## config.mk

```make
export PLATFORM = sky130hd
export DESIGN_NAME = sr_flipflop_bank
export DESIGN_NICKNAME = d
export VERILOG_FILES = /design/src/rtl/sr_bank_pkg.sv /design/src/rtl/sr_sync_stage.sv /design/src/rtl/sr_flipflop_bank.sv
export SDC_FILE = /design/constraint.sdc
export NUM_CORES = 1
export LEC_CHECK = 0
export CAP_MARGIN = 40
export CELL_PAD_IN_SITES_DETAIL_PLACEMENT = 0
export CELL_PAD_IN_SITES_GLOBAL_PLACEMENT = 1
export CORE_MARGIN = 8
export CORE_UTILIZATION = 34
export CTS_CLUSTER_DIAMETER = 80
export DETAILED_ROUTE_END_ITERATION = 10
export PLACE_DENSITY_LB_ADDON = 0.1
export SYNTH_ARGS = -nofsm -noshare
export SYNTH_HDL_FRONTEND = slang
export SYNTH_SLANG_ARGS = --single-unit
```

## constraint.sdc

```tcl
create_clock -name clk -period 1.5 [get_ports clk]
set_clock_uncertainty 0.1 [all_clocks]
set_input_delay 0.3 -clock clk [delete_from_list [all_inputs] [get_ports clk]]
set_output_delay 0.3 -clock clk [all_outputs]
set_load 0.02 [all_outputs]
```

## src/rtl/sr_bank_pkg.sv

```systemverilog
// ----------------------------------------------------------------------------
// sr_bank_pkg
// Shared constants and helpers for the SR flip-flop bank.
//   MODE_*          : resolution applied when a channel sees S=R=1
//   MAX_*           : legal upper bounds of the bank parameters
//   mode_is_legal() : range check of the MODE parameter
//   resolve_bit()   : next Q of one channel from (Q, S, R, MODE)
// ----------------------------------------------------------------------------
package sr_bank_pkg;

    localparam int MODE_SET_DOM = 0;  // S=R=1 -> Q=1
    localparam int MODE_RST_DOM = 1;  // S=R=1 -> Q=0
    localparam int MODE_HOLD    = 2;  // S=R=1 -> Q unchanged
    localparam int MODE_TOGGLE  = 3;  // S=R=1 -> Q=~Q (JK behaviour)

    localparam int MAX_WIDTH       = 32;
    localparam int MAX_SYNC_STAGES = 3;

    function automatic bit mode_is_legal(input int mode);
        return (mode >= MODE_SET_DOM) && (mode <= MODE_TOGGLE);
    endfunction

    function automatic logic resolve_bit(input logic q, input logic s,
                                         input logic r, input int mode);
        logic nxt;
        nxt = q;
        case ({s, r})
            2'b10:   nxt = 1'b1;
            2'b01:   nxt = 1'b0;
            2'b11: begin
                case (mode)
                    MODE_SET_DOM: nxt = 1'b1;
                    MODE_RST_DOM: nxt = 1'b0;
                    MODE_TOGGLE:  nxt = ~q;
                    default:      nxt = q;
                endcase
            end
            default: nxt = q;
        endcase
        return nxt;
    endfunction

endpackage

```

## src/rtl/sr_sync_stage.sv

```systemverilog
// ----------------------------------------------------------------------------
// sr_sync_stage
// WIDTH-wide, STAGES-deep shift-register synchroniser with synchronous reset.
// STAGES=0 degenerates to a straight wire.
//   clk   : rising-edge clock
//   reset : synchronous active-high reset, clears every stage
//   d_i   : raw input vector
//   q_o   : output of the last stage
// ----------------------------------------------------------------------------
module sr_sync_stage #(
    parameter int WIDTH  = 4,
    parameter int STAGES = 2
) (
    input  logic             clk,
    input  logic             reset,
    input  logic [WIDTH-1:0] d_i,
    output logic [WIDTH-1:0] q_o
);

    if (STAGES == 0) begin : g_bypass
        assign q_o = d_i;
    end else begin : g_pipe
        logic [WIDTH-1:0] stage_q [STAGES];

        always_ff @(posedge clk) begin
            // NOTE: the whole stage array is reset, not just the last stage,
            // so a reset discards every request still in flight.
            if (reset) begin
                for (int i = 0; i < STAGES; i++) begin
                    stage_q[i] <= '0;
                end
            end else begin
                stage_q[0] <= d_i;
                for (int i = 1; i < STAGES; i++) begin
                    stage_q[i] <= stage_q[i-1];
                end
            end
        end

        assign q_o = stage_q[STAGES-1];
    end

endmodule

```

## src/rtl/sr_flipflop_bank.sv

```systemverilog
// ----------------------------------------------------------------------------
// sr_flipflop_bank
// WIDTH independent SR flip-flops behind an optional input synchroniser, with
// configurable S=R=1 resolution and conflict monitoring.
//   clk            : rising-edge clock, the only clock
//   reset          : synchronous active-high reset (Q=INIT, flags/count=0)
//   en             : apply the synchronised S/R on this edge
//   S, R           : per-channel set / reset requests
//   clr_flags      : clears conflict_flag and conflict_count
//   Q, Qbar        : registered channel state and its complement
//   conflict_flag  : sticky per-channel S=R=1 indicator
//   conflict_count : saturating count of enabled edges with any conflict
// ----------------------------------------------------------------------------
module sr_flipflop_bank
    import sr_bank_pkg::*;
#(
    parameter int               WIDTH       = 4,
    parameter int               MODE        = 0,
    parameter int               SYNC_STAGES = 2,
    parameter logic [WIDTH-1:0] INIT        = '0,
    parameter int               CNT_W       = 8
) (
    input  logic             clk,
    input  logic             reset,
    input  logic             en,
    input  logic [WIDTH-1:0] S,
    input  logic [WIDTH-1:0] R,
    input  logic             clr_flags,
    output logic [WIDTH-1:0] Q,
    output logic [WIDTH-1:0] Qbar,
    output logic [WIDTH-1:0] conflict_flag,
    output logic [CNT_W-1:0] conflict_count
);

    if (!mode_is_legal(MODE) || (WIDTH < 1) || (WIDTH > MAX_WIDTH) ||
        (SYNC_STAGES < 0) || (SYNC_STAGES > MAX_SYNC_STAGES) || (CNT_W < 1))
    begin : g_param_check
        $error("sr_flipflop_bank: illegal WIDTH/MODE/SYNC_STAGES/CNT_W");
    end

    logic [WIDTH-1:0] s_sync;
    logic [WIDTH-1:0] r_sync;

    sr_sync_stage #(.WIDTH(WIDTH), .STAGES(SYNC_STAGES)) u_sync_s (
        .clk   (clk),
        .reset (reset),
        .d_i   (S),
        .q_o   (s_sync)
    );

    sr_sync_stage #(.WIDTH(WIDTH), .STAGES(SYNC_STAGES)) u_sync_r (
        .clk   (clk),
        .reset (reset),
        .d_i   (R),
        .q_o   (r_sync)
    );

    logic [WIDTH-1:0] q_q,     q_d;
    logic [WIDTH-1:0] flag_q,  flag_d;
    logic [CNT_W-1:0] count_q, count_d;
    logic [WIDTH-1:0] conflict;

    always_comb begin
        // NOTE: every variable gets its default first, so no path through
        // this block can leave one unassigned and infer a latch.
        q_d      = q_q;
        flag_d   = flag_q;
        count_d  = count_q;
        conflict = s_sync & r_sync;

        // Clear before accumulating: a conflict on the clearing edge survives.
        if (clr_flags) begin
            flag_d  = '0;
            count_d = '0;
        end

        if (en) begin
            for (int i = 0; i < WIDTH; i++) begin
                q_d[i] = resolve_bit(q_q[i], s_sync[i], r_sync[i], MODE);
            end
            flag_d = flag_d | conflict;
            // One increment per edge regardless of how many channels collide.
            if ((|conflict) && (count_d != {CNT_W{1'b1}})) begin
                count_d = count_d + CNT_W'(1);
            end
        end
    end

    always_ff @(posedge clk) begin
        // NOTE: state registers use non-blocking assignments so every flop
        // samples the pre-edge values, independent of statement order.
        if (reset) begin
            q_q     <= INIT;
            flag_q  <= '0;
            count_q <= '0;
        end else begin
            q_q     <= q_d;
            flag_q  <= flag_d;
            count_q <= count_d;
        end
    end

    assign Q              = q_q;
    assign Qbar           = ~q_q;
    assign conflict_flag  = flag_q;
    assign conflict_count = count_q;

endmodule

```

* Yosys cells after proc, flatten, opt, wreduce, memory -nomap -nowiden
Memories as Yosys holds them, arrays and structs flattened.
Index checks and enable logic that the tools add are counted.
** Storage, ports and cells
- ROM bits :: 0
- Bits in writable memories :: 16
- Memories :: 2
- Output and inout port bits :: 20
- Latch bits :: 0
- Logic and storage cells :: 59
- Bits in registers :: 16
- Input bits :: 12
** Memories
- u_sync_r.g_pipe.stage_q :: depth 2, width 4, rd ports 2, clocked after Yosys merged registers in 0, write ports 2, RTL line sr_sync_stage.sv:23 : logic [WIDTH-1:0] stage_q [STAGES];
- u_sync_s.g_pipe.stage_q :: depth 2, width 4, rd ports 2, clocked after Yosys merged registers in 0, write ports 2, RTL line sr_sync_stage.sv:23
** Operators by class
- Multiplexer cells :: 16
- Multipliers :: 0
- Bitwise operators :: 7
- Order comparisons :: 0
- Equality and inequality tests :: 13
- Reductions and logical operators :: 14
- Shift operators :: 0
- Add/sub/neg operators :: 1
- Div/mod/pow operators :: 0
** Operators by type and width (number)
- $mux 4 :: 6
- $mux 8 :: 3
- $eq 2x2->1 const B :: 8
- $add 8x1->8 const B :: 1
- $eq 2x1->1 const B :: 4
- $ne 8x8->1 const B :: 1
- $pmux 1 s2 :: 4
- $reduce_and 2->1 :: 4
- $reduce_bool 2->1 :: 4
- $reduce_or 2->1 :: 4
- $and 4x4->4 :: 1
- $not 4->4 :: 1
- $or 1x1->1 :: 4
- $or 4x4->4 :: 1
- $reduce_or 4->1 :: 1
- $mux 1 :: 3
- $logic_and 1x1->1 :: 1

* Longest topological paths before layout
- Word-level depth :: 5
- Mapped depth :: 4

* Hierarchy
A second synthesis with hierarchy kept.
** Second synthesis, totals
- Cell total of the unflattened synthesis :: 122
- Area, all modules :: 1196.1 µm²
** By module, submodules not included
- sr_flipflop_bank :: seq. area each 320.3 µm², cells an instance 82, area each 715.7 µm², instances 1
- sr_sync_stage :: seq. area each 160.2 µm², cells an instance 20, area each 240.2 µm², instances 2

* Least setup slack after synthesis
OpenSTA, ideal clock, no wires.
- Path type :: reg2reg
- From :: register count_q[4], in the netlist conflict_count[4]
- To :: register count_q[0], in the netlist conflict_count[0]
- Arrival time :: 1.261 ns
- Data required time :: 1.329 ns
- Slack :: 0.068 ns
- Buffers on the path :: 0
- Cell stages (with the launch flop) :: 5
- Setup time :: 0.071 ns
- Path through :: dfxtp_1 -> and3b_4 -> and4_4 -> or3_1 -> a21oi_1
** On the way
- Word-level cells in the longest chain between the ends :: 5
** RTL lines
- start: declaration :: RTL line sr_flipflop_bank.sv:60 : logic [CNT_W-1:0] count_q, count_d;
- start signal: assignment :: RTL line sr_flipflop_bank.sv:99 : count_q <= count_d;
- $mux 8 :: RTL line sr_flipflop_bank.sv:72 : if (clr_flags) begin
- $ne 8x8->1 :: RTL line sr_flipflop_bank.sv:83 : if ((|conflict) && (count_d != {CNT_W{1'b1}})) begin
- $logic_and 1x1->1 :: RTL line sr_flipflop_bank.sv:83
- $mux 8 :: RTL line sr_flipflop_bank.sv:83
- $mux 8 :: RTL line sr_flipflop_bank.sv:77 : if (en) begin
No other way between the ends.
A chain may end at the register's enable or synchronous reset.

* Final worst setup path
- From :: register q_q[3], in the netlist Q[3]
- To :: output port Qbar[3]
** On the way
- Word-level cells in the longest chain between the ends :: 1
** RTL lines
- start: declaration :: RTL line sr_flipflop_bank.sv:58 : logic [WIDTH-1:0] q_q, q_d;
- start signal: assignment :: RTL line sr_flipflop_bank.sv:97 : q_q <= q_d;
- $not 4->4 :: RTL line sr_flipflop_bank.sv:104 : assign Qbar = ~q_q;
- end: declaration :: RTL line sr_flipflop_bank.sv:30 : output logic [WIDTH-1:0] Qbar,
No other way between the ends.

==> results by group <==
Logic synthesis
  – Seq/Total Area, Yosys: 0.571
  – #FFs+latches synth: 32
  – Post-synthesis net count: 124
  – Synth area leaders: dfxtp_1, nor2b_1, nor2_1, a32oi_1, a22oi_1
  – Synth Instances: 112
  – Synthesized area: roughly 1100 sq um
  – Yosys top cell by area: dfxtp_1
  – Synth top area share: 0.571
  – Unique masters post-synth: 30
  – Yosys warnings: 0
  – Post-Syn Area per Cell: 10.0 sq um

Timing
  – Max-slew violations: 0
  – Final Setup Violations: 0
  – Setup TNS: 0 ns
  – Min Clock Period, post-route: 1.45 ns
  – Final Cycle Share: 0.964
  – Final Hold Viols: 0
  – RSZ-0062 raised after global routing: no
  – Achievable frequency: 0.692 GHz
  – Relative slew margins: 0.799
  – Measured slew at the worst slew-check pin: 0.297 ns
  – Hold slack: 0.308 ns

Floorplanning
  – Initial Util: 0.344
  – Core area: 3260 sq um
  – Rows: 21
  – IO Pins: 32
  – Die footprint: 5400 sq um
  – Die Ht: between 70 and 80 um
  – Die width: 73.5 um

Detailed routing
  – WL/cell: 12.1 um
  – Detail Route Antenna Nets: 0
  – Routed vias/inst: 4.59
  – Wirelength, routed: 2.45 mm
  – Pre-Repair DR Iteration Count: 4
  – Drc violations: 0
  – Via count: 927
  – Iter 0 DRT Violations: 73

Final layout
  – Layout cells sized above 1: 0.237
  – Number of diodes: 0
  – Final Cell Area: ~1600 sq um
  – Fillers: 336
  – Post-layout util: 0.497
  – Post-layout nets: 167
  – Commonest cells after routing, fill and taps aside: dfxtp_1, nor2b_1, dlygate4sd2_1
  – Commonest non-fill, non-tap cell in the layout: dfxtp_1
  – Layout area overhead: 44.4%

Pwr
  – P_int: 1290 uW
  – Worst vdd ir: between 0.0008 and 0.0009 V
  – Sw Share: 0.225
  – Static Leak: 0.000663 uW
  – Clock power frac: 0.400
  – Switching power: 376 uW
  – PD cells: around 1000 nW/um^2
  – Gate power share: 0.068
  – Flop pwr share: 0.532

Worst setup path
  – Startpoint types: register
  – Worst Path Arrival: 1.05 ns
  – Setup crit end kind: output port
  – Worst Setup Path Type: reg2out
  – Worst path required time: 1.10 ns
  – Crit Path Max Fanout: 3

Global routing
  – Grt ovf: 0
  – Initial antenna violation count: 0
  – Largest net degree at the start of global routing: 15
  – Overall routing resource usage: 0.101
  – Number of global-route vias before repair: between 900 and 1000
  – First-pass GRT wire length: 4.17 mm

Placement
  – I/O Buffers: 31
  – RePlAce Congestion: around 0.74
  – Detailed Place HPWL: 1.87 mm
  – Dpl cell area: 1540 sq um

Clocking
  – H-tree depth: 2
  – Clock sink count: 32
  – TritonCTS clock tree: built
  – CTS max path bufs: 2
  – Clock transition at path regs: between 0.1 and 0.15 ns
  – Total CTS buffers: 5
  – Number of post-CTS setup repair buffers: 0
  – Skew-Pair Late Insertion Delay: 0.33 ns
  – Root buffer cell: clkbuf_4

Hold path
  – Hold Crit Class: in2reg

Status
  – Outcome: complete, no violations

Job
  – Max_cap viols: 0
## power by group through the flow
stage                     Combinational (uW)  Sequential, uW  Clock [uW]
after floorplan                         45.5             908           0
after global placement                   118             906           0
after detailed placement                 119             906           0
after CTS                                113             887         687
after global routing                     125             891         724
final                                    113             887         668
## path summary, 6_finish.rpt
path | start | end | slack (ns) | cells after the start
setup / recovery | Q[3] | Qbar[3] | 0.05 | 2
setup reg to reg | conflict_count[0] | conflict_count[0] | 0.08 | 4
hold reg to reg | u_sync_r.g_pipe.stage_q[0][1] | u_sync_r.g_pipe.stage_q[0][5] | 0.35 | 1
hold / removal | clr_flags | conflict_count[4] | 0.31 | 5
## sequential cells by signal, summed over array words and instances (netlist names)
| name | count |
|---|---|
| conflict_count | 8 |
| u_sync_r.g_pipe.stage_q | 8 |
| u_sync_s.g_pipe.stage_q | 8 |
| Q | 4 |
| conflict_flag | 4 |
## Yosys cell counts
cell and count:
a311oi_1 1, and4_1 1, o21ba_2 1, a21oi_1 3, nand3_1 1, or2_2 1, nor2b_1 16, nor3_1 2
and3b_4 1, nor4_1 1, a22oi_1 4, dfxtp_1 32, a22o_1 2, o211a_1 1, or3_1 1, clkbuf_1 4
nor2_1 12, nand2_1 6, and4b_1 1, and4_4 1, o21ai_1 1, o21bai_1 1, o211ai_1 1, o311ai_0 2
o21ai_0 1, a31oi_1 1, inv_1 6, o41ai_1 2, and3_2 1, a32oi_1 4
## critical path, stage by stage, from the launching register on
cell and delay (ns):
dfxtp_2 0.35, inv_1 0.04, dlygate4sd2_1 0.33
## cell type report
cell class	instances	area [sq um]	area share
Clock buffer	5	37.5	0.0232
Clock inverter	3	46.3	0.0286
Inverter	6	22.5	0.0139
Multi-Input combinational cell	70	457	0.282
Sequential cell	32	651	0.402
Tap cell	46	57.6	0.0355
Timing Repair Buffer	40	349	0.215
## cells by family after synthesis
logic type | count (synthesis) | share of synthesized area
simple gates | 45 | 0.224
compound gates | 25 | 0.172
buf+inv | 10 | 0.0334
flops | 32 | 0.571
## routing by layer
layer | GRT usage | share of wire | up-vias
met4 | 0.0599 | 0.019 | 0
met1 | 0.120 | 0.44 | 413
met5 | 0 | 0 | -
met3 | 0.0505 | 0.086 | 5
met2 | 0.141 | 0.45 | 25
li1 | - | - | 484
## through the flow
| step | instances | total power (uW) | worst slack, ns |
|---|---|---|---|
| 6_report | 202 | 1670 | 0.0540 |
| 5_1_grt | 202 | 1740 | 0.00103 |
| 4_1_cts | 202 | 1690 | 0.00422 |
| 3_5_place_dp | 194 | 1030 | -0.342 |
| 3_3_place_gp | 194 | 1020 | -0.294 |
| 2_1_floorplan | 112 | 954 | 0.0682 |
## repair_timing
action,in CTS,in global routing
hold buffers,0,0
resized for setup,26,17
endpoints found under the setup margin,20,17
endpoints found under the hold margin,0,0
pin swaps,0,2
(Power assumes the default switching activity.)
==> variant: new RTL, config.mk and constraints unchanged <==
`WIDTH` is set to 4 in 2 places; all go to 5.
--- a/src/rtl/sr_sync_stage.sv
+++ b/src/rtl/sr_sync_stage.sv
@@ -10,3 +10,3 @@
 module sr_sync_stage #(
-    parameter int WIDTH  = 4,
+    parameter int WIDTH  = 5,
     parameter int STAGES = 2
--- a/src/rtl/sr_flipflop_bank.sv
+++ b/src/rtl/sr_flipflop_bank.sv
@@ -16,3 +16,3 @@
 #(
-    parameter int               WIDTH       = 4,
+    parameter int               WIDTH       = 5,
     parameter int               MODE        = 0,
Ports: changed (5 resized); port bits go from 32 to 37. The function was not compared with the original's and may differ.
==> variant against the original RTL <==
- the flow now finishes with violations (negative setup slack)
- power grew 36%
- utilization grew 2.5 points
- global-route usage grew 0.63 points
- routed wire length grew 28%
- register-to-register slack lost 100 ps
- setup slack lost 74 ps
- clock power grew 59%
- area after synthesis grew 20%
- sequential cell count grew 6
- final area grew 25%
- critical path type is now reg2reg
- largest cell class unchanged
==> variant: results (changes against the original RTL) <==
.. list-table::
   :header-rows: 1

   * - Metric
     - Value
   * - Placed Cells
     - 233 (+20%)
   * - Leading post-synthesis cells by cell area
     - sky130_fd_sc_hd__dfxtp_1 57%, sky130_fd_sc_hd__nor2b_1 9.3%, sky130_fd_sc_hd__a22oi_1 3.9%
   * - Non-clock buffering overhead
     - 23.18% (+1.6 points)
   * - Count of non-CTS buffers in the layout
     - 55 (+38%)
   * - Final #Nets
     - 204 (+22%)
   * - Sequential Area
     - 763.2 um2 (+17%)
   * - Setup CP Type
     - reg2reg
   * - Port-buffer cells
     - 36 (+16%)
   * - Setup TNS
     - -54.67 ps (-54.67 ps)
   * - Result of the run
     - complete, but fails checks
   * - Synthesized netlist net count
     - 148 (+19%)
   * - Wire length of the first global-routing pass
     - 5216 um (+25%)
   * - Cell area reported after detailed placement
     - 0.001884 mm2 (+22%)
   * - Setup slack after layout
     - -20.12 ps (-74.16 ps)
   * - Proportion of synthesized chip area in sequential cells
     - 56.72% (-0.36 points)
   * - Post_cts resized
     - 31 (+19%)
   * - Buffer cell driving the clock tree root
     - sky130_fd_sc_hd__clkbuf_8
   * - Most frequent cells after synthesis
     - 38 x sky130_fd_sc_hd__dfxtp_1, 20 x sky130_fd_sc_hd__nor2b_1, 13 x sky130_fd_sc_hd__nor2_1
   * - Met2 Resource Use GR
     - 15.16% (+1.1 points)
   * - Path depth of the worst reg2reg path
     - 6 (+2)
   * - Static leakage power
     - 0.0008743 uW (+32%)
   * - Number of cells on the worst hold path
     - 1 (-4)
   * - Layout Cells excl Fill
     - 241 (+19%)
   * - Share of layout cells above drive strength 1
     - 20.94% (-2.8 points)
   * - Tightest Pin Transition
     - 311.6 ps (+14.37 ps)
   * - Number of global-route vias before repair
     - 1,068 (+16%)
   * - Detail Placement HPWL
     - 2266 um (+21%)
   * - Multi-input gate area
     - 568.0 um2 (+24%)
   * - Global-route usage over all layers
     - 10.72% (+0.63 points)
   * - M3 GR Usage
     - 4.966% (-0.082 points)
   * - End point of the most critical hold path
     - u_sync_r.g_pipe.stage_q[0][9]
   * - Largest delay contributor family on the critical path
     - compound AO/OA/AOI/OAI gates
   * - Setup-failing EPs final
     - 4 (+4)
   * - Share of cell area taken by multi-input logic gates
     - 27.99% (-0.20 points)
   * - Worst hold margin
     - 333.2 ps (+25.35 ps)
   * - Maximum number of pins on one net before global-route repair
     - 32 (+17)
   * - Multi-input combinational cell count
     - 84 (+20%)
   * - Violations in the final reports
     - negative setup slack
variant: changes by cell type in the layout (fill, tap and decap cells not counted), moves of 4 or more:
cell / unedited run / this run
sky130_fd_sc_hd__nor2b_1: 16 / 20
sky130_fd_sc_hd__buf_4: 9 / 19
sky130_fd_sc_hd__dlygate4sd2_1: 14 / 22
sky130_fd_sc_hd__dfxtp_1: 24 / 36
sky130_fd_sc_hd__nand2_1: 6 / 11
sky130_fd_sc_hd__clkbuf_8: 0 / 6
sky130_fd_sc_hd__clkbuf_4: 5 / 0
sky130_fd_sc_hd__dfxtp_2: 8 / 2
variant: cell families (layout without fill, tap and decap cells):
logic type | after synthesis | in the layout | share of synthesized area [%]
muxes | 3 | 3 | 2.332
AOI/OAI and AO/OA | 22 | 22 | 13.25
buffers and inverters | 12 | 69 | 3.450
and+or+nand+nor | 59 | 59 | 24.25
DFF | 38 | 38 | 56.72
variant: layer usage:
metal	wire [um]	share of wire, %
met1	1521	48
met4	56	1.8
met2	1312	42
met5	0	0
met3	253	8.0
